$ cat config.mk
export PLATFORM = sky130hd
export DESIGN_NAME = distance_calc_mc
export DESIGN_NICKNAME = d
export VERILOG_FILES = /design/src/rtl/distance_pkg.sv /design/src/rtl/distance_calc_mc_divider.sv /design/src/rtl/distance_calc_mc.sv
export SDC_FILE = /design/constraint.sdc
export NUM_CORES = 1
export LEC_CHECK = 0
export BUFFER_PORTS_ARGS = -buffer_cell sky130_fd_sc_hd__buf_4
export CORE_ASPECT_RATIO = 1.1
export CORE_UTILIZATION = 50
export DETAILED_ROUTE_END_ITERATION = 10
export PLACE_DENSITY_LB_ADDON = 0.08
export SLEW_MARGIN = 25
export SYNTH_ARGS = -nofsm -noshare
export SYNTH_HDL_FRONTEND = slang
export SYNTH_SLANG_ARGS = --single-unit
$ cat constraint.sdc
create_clock -name clk -period 4.21 [get_ports clk]
set_input_delay 0.421 -clock clk [delete_from_list [all_inputs] [get_ports clk]]
set_output_delay 0.421 -clock clk [all_outputs]
set_load 0.02 [all_outputs]
$ cat src/rtl/distance_pkg.sv
// Shared constants, FSM encoding and helpers for the
// multi-channel ultrasonic distance converter.
package distance_pkg;

    localparam int CLK_PER_CM_6MHZ = 348;
    localparam int MAX_CM_DEFAULT  = 400;

    localparam logic [1:0] ST_IDLE = 2'd0;
    localparam logic [1:0] ST_DIV  = 2'd1;
    localparam logic [1:0] ST_DONE = 2'd2;

    typedef enum logic [1:0] {
        S_IDLE = ST_IDLE,
        S_DIV  = ST_DIV,
        S_DONE = ST_DONE
    } state_t;

    // ceil(log2(n)); 0 for n <= 1
    function automatic int clog2(input int n);
        int r;
        r = 0;
        for (int v = n - 1; v > 0; v = v >> 1) begin
            r = r + 1;
        end
        return r;
    endfunction

endpackage

$ cat src/rtl/distance_calc_mc_divider.sv
// Fixed-latency restoring divider, one quotient bit per cycle.
// The first bit is produced on the start edge, so done rises W-1 cycles later.
module seq_divider
    import distance_pkg::*;
#(
    parameter int W = 24
) (
    input  logic         clk,
    input  logic         rst,
    input  logic         start,
    input  logic [W-1:0] dividend,
    input  logic [W-1:0] divisor,
    output logic         done,
    output logic [W-1:0] quotient
);

    localparam int CW = clog2(W + 1);

    logic          r_busy;
    logic [CW-1:0] r_cnt;
    logic [W-1:0]  r_rem;
    logic [W-1:0]  r_q;
    logic [W-1:0]  r_dvs;

    logic [W-1:0]  w_src_rem;
    logic [W-1:0]  w_src_q;
    logic [W-1:0]  w_src_dvs;
    logic [W:0]    w_trial;
    logic          w_ge;
    logic [W-1:0]  w_rem_nxt;
    logic [W-1:0]  w_q_nxt;

    // One restoring step on either the fresh operands or the running state
    always_comb begin
        w_src_rem = start ? '0 : r_rem;
        w_src_q   = start ? dividend : r_q;
        w_src_dvs = start ? divisor : r_dvs;
        w_trial   = {w_src_rem, w_src_q[W-1]};
        w_ge      = (w_trial >= {1'b0, w_src_dvs});
        w_rem_nxt = w_ge ? (w_trial[W-1:0] - w_src_dvs)
                         : w_trial[W-1:0];
        w_q_nxt   = (w_src_q << 1) | W'(w_ge);
    end

    assign done     = r_busy && (r_cnt == CW'(W));
    assign quotient = r_q;

    // Iteration state: counts steps taken, stops after the W-th
    always_ff @(posedge clk) begin
        if (rst) begin
            r_busy <= 1'b0;
            r_cnt  <= '0;
            r_rem  <= '0;
            r_q    <= '0;
            r_dvs  <= '0;
        end else if (start) begin
            r_busy <= 1'b1;
            r_cnt  <= CW'(1);
            r_rem  <= w_rem_nxt;
            r_q    <= w_q_nxt;
            r_dvs  <= divisor;
        end else if (r_busy) begin
            if (done) begin
                r_busy <= 1'b0;
            end else begin
                r_cnt <= r_cnt + CW'(1);
                r_rem <= w_rem_nxt;
                r_q   <= w_q_nxt;
            end
        end
    end

endmodule

$ cat src/rtl/distance_calc_mc.sv
// Multi-channel echo-width to centimetre converter sharing one
// sequential divider, round-robin across pending channels.
module distance_calc_mc
    import distance_pkg::*;
#(
    parameter  int NUM_CH     = 4,
    parameter  int ECHO_W     = 24,
    parameter  int DIST_W     = 16,
    parameter  int CLK_PER_CM = CLK_PER_CM_6MHZ,
    parameter  int MAX_CM     = MAX_CM_DEFAULT,
    localparam int CH_W       = (NUM_CH > 1) ? clog2(NUM_CH) : 1
) (
    input  logic                     clk,
    input  logic                     rst,
    input  logic [NUM_CH-1:0]        echo_valid,
    input  logic [NUM_CH*ECHO_W-1:0] echo_cycles,
    output logic [NUM_CH*DIST_W-1:0] distance_cm,
    output logic                     res_valid,
    output logic [CH_W-1:0]          res_ch,
    output logic [DIST_W-1:0]        res_dist,
    output logic                     res_oor,
    output logic [NUM_CH-1:0]        overrun,
    output logic                     busy
);

    localparam logic [ECHO_W-1:0] C_DIVISOR = ECHO_W'(CLK_PER_CM);
    localparam logic [ECHO_W-1:0] C_MAX_Q   = ECHO_W'(MAX_CM);
    localparam logic [DIST_W-1:0] C_MAX_D   = DIST_W'(MAX_CM);

    state_t              r_state;
    state_t              w_state_nxt;
    logic [NUM_CH-1:0]   r_pend;
    logic [NUM_CH-1:0]   r_overrun;
    logic [NUM_CH-1:0]   w_clr;
    logic [ECHO_W-1:0]   r_hold [NUM_CH];
    logic [CH_W-1:0]     r_ptr;
    logic [CH_W-1:0]     r_cur_ch;
    logic                r_cur_zero;
    logic [CH_W-1:0]     w_gch;
    logic                w_found;
    logic                w_grant;
    logic                w_div_done;
    logic [ECHO_W-1:0]   w_quot;
    logic [DIST_W-1:0]   w_dist;
    logic                w_oor;

    logic [NUM_CH*DIST_W-1:0] r_dist_cm;
    logic                     r_res_valid;
    logic [CH_W-1:0]          r_res_ch;
    logic [DIST_W-1:0]        r_res_dist;
    logic                     r_res_oor;

    // Round-robin pick: first pending channel at or after the pointer
    always_comb begin
        w_found = 1'b0;
        w_gch   = '0;
        for (int k = 0; k < NUM_CH; k++) begin
            if (!w_found && r_pend[(int'(r_ptr) + k) % NUM_CH]) begin
                w_found = 1'b1;
                w_gch   = CH_W'((int'(r_ptr) + k) % NUM_CH);
            end
        end
    end

    // FSM next state; a grant is only issued from IDLE
    always_comb begin
        w_state_nxt = r_state;
        w_grant     = 1'b0;
        unique case (r_state)
            S_IDLE: begin
                if (w_found) begin
                    w_grant     = 1'b1;
                    w_state_nxt = S_DIV;
                end
            end
            S_DIV: begin
                if (w_div_done) begin
                    w_state_nxt = S_DONE;
                end
            end
            S_DONE:  w_state_nxt = S_IDLE;
            default: w_state_nxt = S_IDLE;
        endcase
    end

    // Pending-bit clear for the granted channel
    always_comb begin
        w_clr = '0;
        if (w_grant) begin
            w_clr[w_gch] = 1'b1;
        end
    end

    seq_divider #(
        .W (ECHO_W)
    ) u_div (
        .clk      (clk),
        .rst      (rst),
        .start    (w_grant),
        .dividend (r_hold[w_gch]),
        .divisor  (C_DIVISOR),
        .done     (w_div_done),
        .quotient (w_quot)
    );

    // Saturation: zero echo means no target; large quotients clamp
    always_comb begin
        w_dist = DIST_W'(w_quot);
        w_oor  = 1'b0;
        if (r_cur_zero) begin
            w_dist = '0;
            w_oor  = 1'b1;
        end else if (w_quot > C_MAX_Q) begin
            w_dist = C_MAX_D;
            w_oor  = 1'b1;
        end
    end

    // FSM state register
    always_ff @(posedge clk) begin
        if (rst) begin
            r_state <= S_IDLE;
        end else begin
            r_state <= w_state_nxt;
        end
    end

    // Capture, pending/overrun tracking and grant bookkeeping
    always_ff @(posedge clk) begin
        if (rst) begin
            r_pend     <= '0;
            r_overrun  <= '0;
            r_ptr      <= '0;
            r_cur_ch   <= '0;
            r_cur_zero <= 1'b0;
            for (int i = 0; i < NUM_CH; i++) begin
                r_hold[i] <= '0;
            end
        end else begin
            for (int i = 0; i < NUM_CH; i++) begin
                if (echo_valid[i]) begin
                    r_hold[i] <= echo_cycles[i*ECHO_W +: ECHO_W];
                    if (r_pend[i] && !w_clr[i]) begin
                        r_overrun[i] <= 1'b1;
                    end
                end
            end
            r_pend <= echo_valid | (r_pend & ~w_clr);
            if (w_grant) begin
                r_cur_ch   <= w_gch;
                r_cur_zero <= (r_hold[w_gch] == '0);
                r_ptr      <= (w_gch == CH_W'(NUM_CH - 1))
                              ? '0 : w_gch + CH_W'(1);
            end
        end
    end

    // Result registers, written on the edge entering DONE
    always_ff @(posedge clk) begin
        if (rst) begin
            r_dist_cm   <= '0;
            r_res_valid <= 1'b0;
            r_res_ch    <= '0;
            r_res_dist  <= '0;
            r_res_oor   <= 1'b0;
        end else if (r_state == S_DIV && w_div_done) begin
            r_dist_cm[r_cur_ch*DIST_W +: DIST_W] <= w_dist;
            r_res_valid <= 1'b1;
            r_res_ch    <= r_cur_ch;
            r_res_dist  <= w_dist;
            r_res_oor   <= w_oor;
        end else begin
            r_res_valid <= 1'b0;
        end
    end

    assign distance_cm = r_dist_cm;
    assign res_valid   = r_res_valid;
    assign res_ch      = r_res_ch;
    assign res_dist    = r_res_dist;
    assign res_oor     = r_res_oor;
    assign overrun     = r_overrun;
    assign busy        = (r_state != S_IDLE);

endmodule
==> results of run 1 <==
[synth_stat cells (6+ instances only)]
| master | instances | share of area [%] |
|---|---|---|
| and2_1 | 180 | 9.1 |
| dfxtp_1 | 177 | 29 |
| nand2_1 | 143 | 4.4 |
| nor2_1 | 133 | 4.1 |
| edfxtp_1 | 96 | 23 |
| mux2i_1 | 55 | 4.5 |
| a21oi_1 | 52 | 2.1 |
| clkbuf_1 | 46 | 1.4 |
| a22oi_1 | 37 | 2.3 |
| a311oi_1 | 35 | 2.5 |
| ha_1 | 34 | 3.5 |
| inv_1 | 22 | 0.67 |
| a211oi_1 | 19 | 1.2 |
| nand3_1 | 15 | 0.61 |
| nor2b_1 | 15 | 0.76 |
| o21ai_0 | 15 | 0.61 |
| nor3_1 | 12 | 0.49 |
| xnor2_1 | 12 | 0.85 |
| a21o_1 | 9 | 0.55 |
| xor2_1 | 8 | 0.57 |
| buf_2 | 7 | 0.28 |
| nand4_1 | 7 | 0.36 |
| nor4_1 | 7 | 0.36 |
| or2_2 | 7 | 0.36 |
| and3_1 | 6 | 0.30 |
[metrics by stage]
| stage | total power [mW] | util, % |
|---|---|---|
| 2_1_floorplan | 4.77 | - |
| 3_3_place_gp | 5.31 | 58.8 |
| 3_5_place_dp | 5.32 | 58.8 |
| 4_1_cts | 7.77 | 62.6 |
| 5_1_grt | 8.18 | 62.7 |
| 6_report | 7.75 | 62.7 |
[per-layer routing]
metal,vias up,global-route usage (%),part of all wire (%)
li1,4703,-,-
met1,4444,31.7,44
met2,295,39.2,48
met3,37,2.99,5.4
met4,0,6.24,1.9
met5,-,0,0
[worst max path at each step]
stage | startpoint | cells after the start | slack [ns] | to
6_report | r_pend[0] | 16 | 0.33 | u_div.r_rem[3]
3_5_place_dp | r_pend[0] | 16 | 0.29 | u_div.r_rem[3]
3_3_place_gp | r_pend[0] | 16 | 0.40 | u_div.r_rem[3]
4_1_cts | r_pend[0] | 16 | 0.26 | u_div.r_rem[3]
2_1_floorplan | r_pend[1] | 16 | 0.14 | u_div.r_rem[12]
5_1_grt | r_pend[0] | 16 | 0.03 | u_div.r_rem[12]
[where the power goes]
group          internal, mW  switching [mW]  total [mW]
logic                 0.947            1.29        2.24
clock network          1.43            1.00        2.43
registers              2.96           0.123        3.08
total                  5.34            2.41        7.75
[worst register-to-register path, delay by kind of cell (launching register included)]
kind	cells	cell delay [ns]
adders and majority gates	1	0.25
buffers and inverters	1	0.17
muxes	3	0.48
and+or+nand+nor	4	0.62
DFF	1	0.38
AOI/OAI and AO/OA	7	1.90
[flip-flops by register name (all words and copies together), names as in the netlist]
register and count:
res_dist 16, distance_cm 64, u_div.r_rem 24, res_valid 1, r_state 2, u_div.r_dvs 24
overrun 4, r_cur_ch 2, r_pend 4, res_ch 2, res_oor 1, r_ptr 2
u_div.r_cnt 5, u_div.r_busy 1, u_div.quotient 24, r_cur_zero 1, r_hold 96
[cell families after synthesis]
family	Yosys count	synth area share, %
AND/OR/NAND/NOR	547	22.3
flip-flops	273	52.1
AO/OA/AOI/OAI	216	12.8
buffers and inverters	86	2.99
multiplexers	58	4.74
adder cells (fa/ha/maj)	35	3.61
XOR/XNOR	20	1.42
[cell type report]
cell class	count	area share [%]
clock inverters	7	0.476
inverters	23	0.576
repair buffers	213	10.8
flip-flops and latches	273	42.9
clock buffers	44	5.63
well taps	305	2.55
multi-input cells	876	37.1
[repair_timing]
action	in CTS	in global routing
setup buffers	0	0
resized for setup	0	4
hold buffers	0	0
hold endpoints to repair	0	0
setup endpoints to repair	0	9
==> reports/results.tsv, run 1 <==
metric	value	unit
cellPowerDensity	517	mW/mm^2
syn_to_final_growth	21.6	%
layout_common_cells	buf_4, and2_1, dfxtp_1, nand2_1, nor2_1	
clock_tree.root_cell	clkbuf_16	
crit_top_cell	mux2i_1	
num-fill-cells	2020	
ys.warnings.count	0	
synthCells	1235	
fmax	257	MHz
grt_pass1_vias	9158	
cts_tree	done	
syn_nets	1372	
n_antenna_cell	0	
fin_crit_sh	92.3	%
core-area	0.0239	mm^2
synth-edff-count	96	
stdcell_area	0.0150	mm^2
cts-buffers-inserted	28	
drc	0	
yosysSeqAreaShare	52.1	%
wirelength	29400	um
status	finished clean	
synth_cell_type_count	72	
final_layout_size_suffix_gt1_share	20.2	%
hpwlAfterDp	20100	um
cts.htree.levels	1	
setup_ws	0.326	ns
die_w	152	um
die_h	167	um
setup_viol	0	
final_common_cell	buf_4	
via_per_inst	5.44	
avgSynthCellArea	9.98	um^2
row_count	59	
instances_no_fill	1741	
min_path_cells	3	
tns	0	ns
relSlewSlack	40.4	%
register_area	0.00643	mm^2
hold-worst-slack	0.125	ns
reg2reg_slack	0.33	ns
reg2reg_depth	16	
multi_input_area	0.00557	mm^2
slew_viol_final	0	
r2r_end	u_div.r_rem[3]	
cts.clk_slew.worst_paths	0.06	ns
grt_antenna_before_repair	0	
total_leakage_power	6.22	nW
worstHoldStart	echo_valid[3]	
nets	1552	
start_util	51.5	%
wl_per_cell	16.9	um
drv_cap	0	
tightestPinTransition	0.892	ns
critPathMaxStageDelay	0.38	ns
track_usage	23.4	%
cp_cell_sequence	nor2b_4, a211o_1, a21boi_4, mux2i_1, mux2i_1, mux2i_1, ha_1, nor2b_1, o31ai_1, a211o_1, o221a_2, a211oi_4, or2_4, buf_4, nand3_1, a311oi_1	
synth_seq_cells	273	
period_minus_slack	3.88	ns
async_flop_share	0	%
crit_fanout	7	
synth_area	0.0123	mm^2
rsz0062_at_grt	false	
path_buf_inv	1	
clock_skew	0.0258	ns
ioPinCount	191	
grt.overflow.total	0	
crit_family	compound AO/OA/AOI/OAI gates	
worstHoldEndpoint	r_pend[3]	
grt_first_pass_wirelength	47300	um
clock_latency	0.55	ns
grt_max_degree	70	
portBuffers	190	
worstSetupStartpointType	register	
antenna_left	0	
dp_slack	0.291	ns
die_area	0.0253	mm^2
first_pass_iters	5	
crit_slowest_cell	dfxtp_1	
gp_routability_congestion	0.893	
cts_buffer_depth	3	
crit_required	4.65	ns
arrival	4.33	ns
min_path_type	in2reg	
hold_violations	0	
clock_sinks	273	
path_class	reg2reg	
peakVddDrop	0.342	mV
dp_cells	1690	
post_dp_cell_area	0.0141	mm^2
drt_iter0_drc	576	
end_kind	register	
num_vias	9479	
ys.flop_type	dfxtp_1	
r2r-start	r_pend[0]	
Power figures use the tool's default switching activity.
==> run 2: changes to the inputs <==
--- a/config.mk
+++ b/config.mk
@@ -5,7 +5,7 @@
 export SDC_FILE = /design/constraint.sdc
 export NUM_CORES = 1
 export LEC_CHECK = 0
-export BUFFER_PORTS_ARGS = -buffer_cell sky130_fd_sc_hd__buf_4
+export BUFFER_PORTS_ARGS = -buffer_cell sky130_fd_sc_hd__clkbuf_2
 export CORE_ASPECT_RATIO = 1.1
 export CORE_UTILIZATION = 50
 export DETAILED_ROUTE_END_ITERATION = 10
==> reports/results.tsv, run 2 (synthesis results as in run 1) <==
metric	value	unit	change
layout_common_cells	clkbuf_2, and2_1, dfxtp_1, nand2_1, nor2_1		was buf_4, and2_1, dfxtp_1, nand2_1, nor2_1
dp_slack	0.336	ns	was 0.291 ns
r2r_end	u_div.r_rem[20]		was u_div.r_rem[3]
regMostFlops	r_hold		unchanged
tns	0	ns	unchanged
period_minus_slack	3.84	ns	was 3.88 ns
tightestPinTransition	0.968	ns	was 0.892 ns
crit_fanout	7		unchanged
critPathMaxStageDelay	0.38	ns	about the same
cts.htree.levels	1		unchanged
cts-buffers-inserted	29		was 28
path_class	reg2reg		unchanged
ioPinCount	191		unchanged
nets	1551		was 1552
first_pass_iters	5		unchanged
n_antenna_cell	0		unchanged
start_util	51.5	%	unchanged
setup_ws	0.365	ns	was 0.326 ns
drv_cap	0		unchanged
min_path_type	in2reg		unchanged
clock_latency	0.56	ns	was 0.55 ns
die_area	0.0253	mm^2	unchanged
die_h	167	um	unchanged
fin_crit_sh	91.3	%	was 92.3%
syn_to_final_growth	18.0	%	was 21.6%
core-area	0.0239	mm^2	unchanged
cts_tree	done		unchanged
clock_tree.root_cell	clkbuf_16		unchanged
post_dp_cell_area	0.0136	mm^2	was 0.0141 mm^2
largest_reg_flops	96		unchanged
cellPowerDensity	540	mW/mm^2	was 517 mW/mm^2
hold_violations	0		unchanged
final_common_cell	clkbuf_2		was buf_4
fin_total_pwr	7.85	mW	was 7.75 mW
row_count	59		unchanged
crit_required	4.67	ns	was 4.65 ns
via_per_inst	5.44		about the same
clock_sinks	273		unchanged
drc	0		unchanged
crit_slowest_cell	dfxtp_1		unchanged
p_clk_share	32.5	%	was 31.4%
postCtsSetupRepairBufs	0		unchanged
p_int	5.37	mW	was 5.34 mW
final_layout_size_suffix_gt1_share	19.9	%	was 20.2%
arrival	4.31	ns	was 4.33 ns
grt.overflow.total	0		unchanged
fin_util	60.8	%	was 62.7%
fmax	260	MHz	was 257 MHz
instances_no_fill	1741		unchanged
reg2reg_depth	16		unchanged
end_kind	register		unchanged
cp_cell_sequence	nor2b_4, a211o_1, a21boi_4, mux2i_1, mux2i_1, mux2i_1, ha_1, fa_1, nand2b_1, a211oi_1, o41ai_1, a21oi_1, a41oi_1, xnor2_1, mux2i_1, a211oi_1		was nor2b_4, a211o_1, a21boi_4, mux2i_1, mux2i_1, mux2i_1, ha_1, nor2b_1, o31ai_1, a211o_1, o221a_2, a211oi_4, or2_4, buf_4, nand3_1, a311oi_1
cts.clk_slew.worst_paths	0.07	ns	was 0.06 ns
stdcell_area	0.0145	mm^2	was 0.0150 mm^2
rsz0062_at_grt	false		unchanged
hold-worst-slack	0.138	ns	was 0.125 ns
grt_max_degree	69		was 70
worstSetupStartpointType	register		unchanged
num_vias	9466		was 9479
antenna_left	0		unchanged
setup_viol	0		unchanged
relSlewSlack	35.3	%	was 40.4%
reg2reg_slack	0.37	ns	was 0.33 ns
peakVddDrop	0.356	mV	was 0.342 mV
grt_first_pass_wirelength	47200	um	was 47300 um
cts_buffer_depth	3		unchanged
crit_end	u_div.r_rem[20]		was u_div.r_rem[3]
grt_antenna_before_repair	0		unchanged
die_w	152	um	unchanged
wirelength	29500	um	was 29400 um
slew_viol_final	0		unchanged
drt_iter0_drc	483		was 576
track_usage	23.4	%	about the same
grt_pass1_vias	9220		was 9158
clock_skew	0.0244	ns	was 0.0258 ns
wl_per_cell	16.9	um	about the same
crit_start	r_pend[0]		unchanged
dp_cells	1688		was 1690
crit_top_cell	mux2i_1		unchanged
gp_routability_congestion	0.832		was 0.893
total_leakage_power	6.08	nW	was 6.22 nW
p_sw	2.48	mW	was 2.41 mW
portBuffers	190		unchanged
status	finished clean		unchanged
power_frac_seq	39.2	%	was 39.7%
p_comb_share	28.3	%	was 28.9%
r2r-start	r_pend[0]		unchanged
swShare	31.6	%	was 31.1%
hpwlAfterDp	20200	um	was 20100 um
## run 2: final cells by class
type	instances	area, um^2
timing repair buffer	211	1140
clock buffer	35	768
sequential	273	6430
clock inverter	18	190
inverter	23	86.3
fill	2099	9370
multi-input combinational	876	5560
tap	305	382
## run 2: worst min path at each step
stage	cells past startpoint	from	end	slack, ns
6_report	2	echo_cycles[58]	r_hold[2][10]	0.14
5_1_grt	2	echo_cycles[78]	r_hold[3][6]	0.13
4_1_cts	2	echo_cycles[78]	r_hold[3][6]	0.12
3_5_place_dp	1	u_div.r_dvs[0]	u_div.r_dvs[0]	0.44
3_3_place_gp	1	u_div.r_dvs[0]	u_div.r_dvs[0]	0.44
2_1_floorplan	1	u_div.r_dvs[0]	u_div.r_dvs[0]	0.42
## run 2: power groups by stage
| stage | Sequential, mW | Clock, mW | Combinational (mW) |
|---|---|---|---|
| floorplan | 3.09 | 0 | 1.68 |
| CTS | 3.07 | 2.61 | 2.21 |
| detailed placement | 3.13 | 0 | 2.20 |
| global route | 3.10 | 2.71 | 2.47 |
| global placement | 3.12 | 0 | 2.17 |
| finish | 3.07 | 2.56 | 2.22 |
## run 2: critical path, delay by kind of cell, from the launching register on
family | cells | cell delay (ns)
DFF | 1 | 0.38
muxes | 4 | 0.56
xor gates and xnor gates | 1 | 0.17
AOI/OAI and AO/OA | 7 | 1.70
and+or+nand+nor | 2 | 0.35
adders and majority gates | 2 | 0.62
## run 2: what timing repair did
action                                  in CTS  in global routing
resized for setup                            0                  2
hold buffers                                 0                  0
endpoints found under the setup margin       0                  1
## run 2: per-layer routing
metal	vias up	global-route usage, %	part of all wire [%]	routed length (um)
met5	-	0	0	0
met4	0	6.24	1.7	505
met3	30	3.40	4.9	1440
met2	267	40.4	49	14400
met1	4458	30.2	45	13200
li1	4711	-	-	-
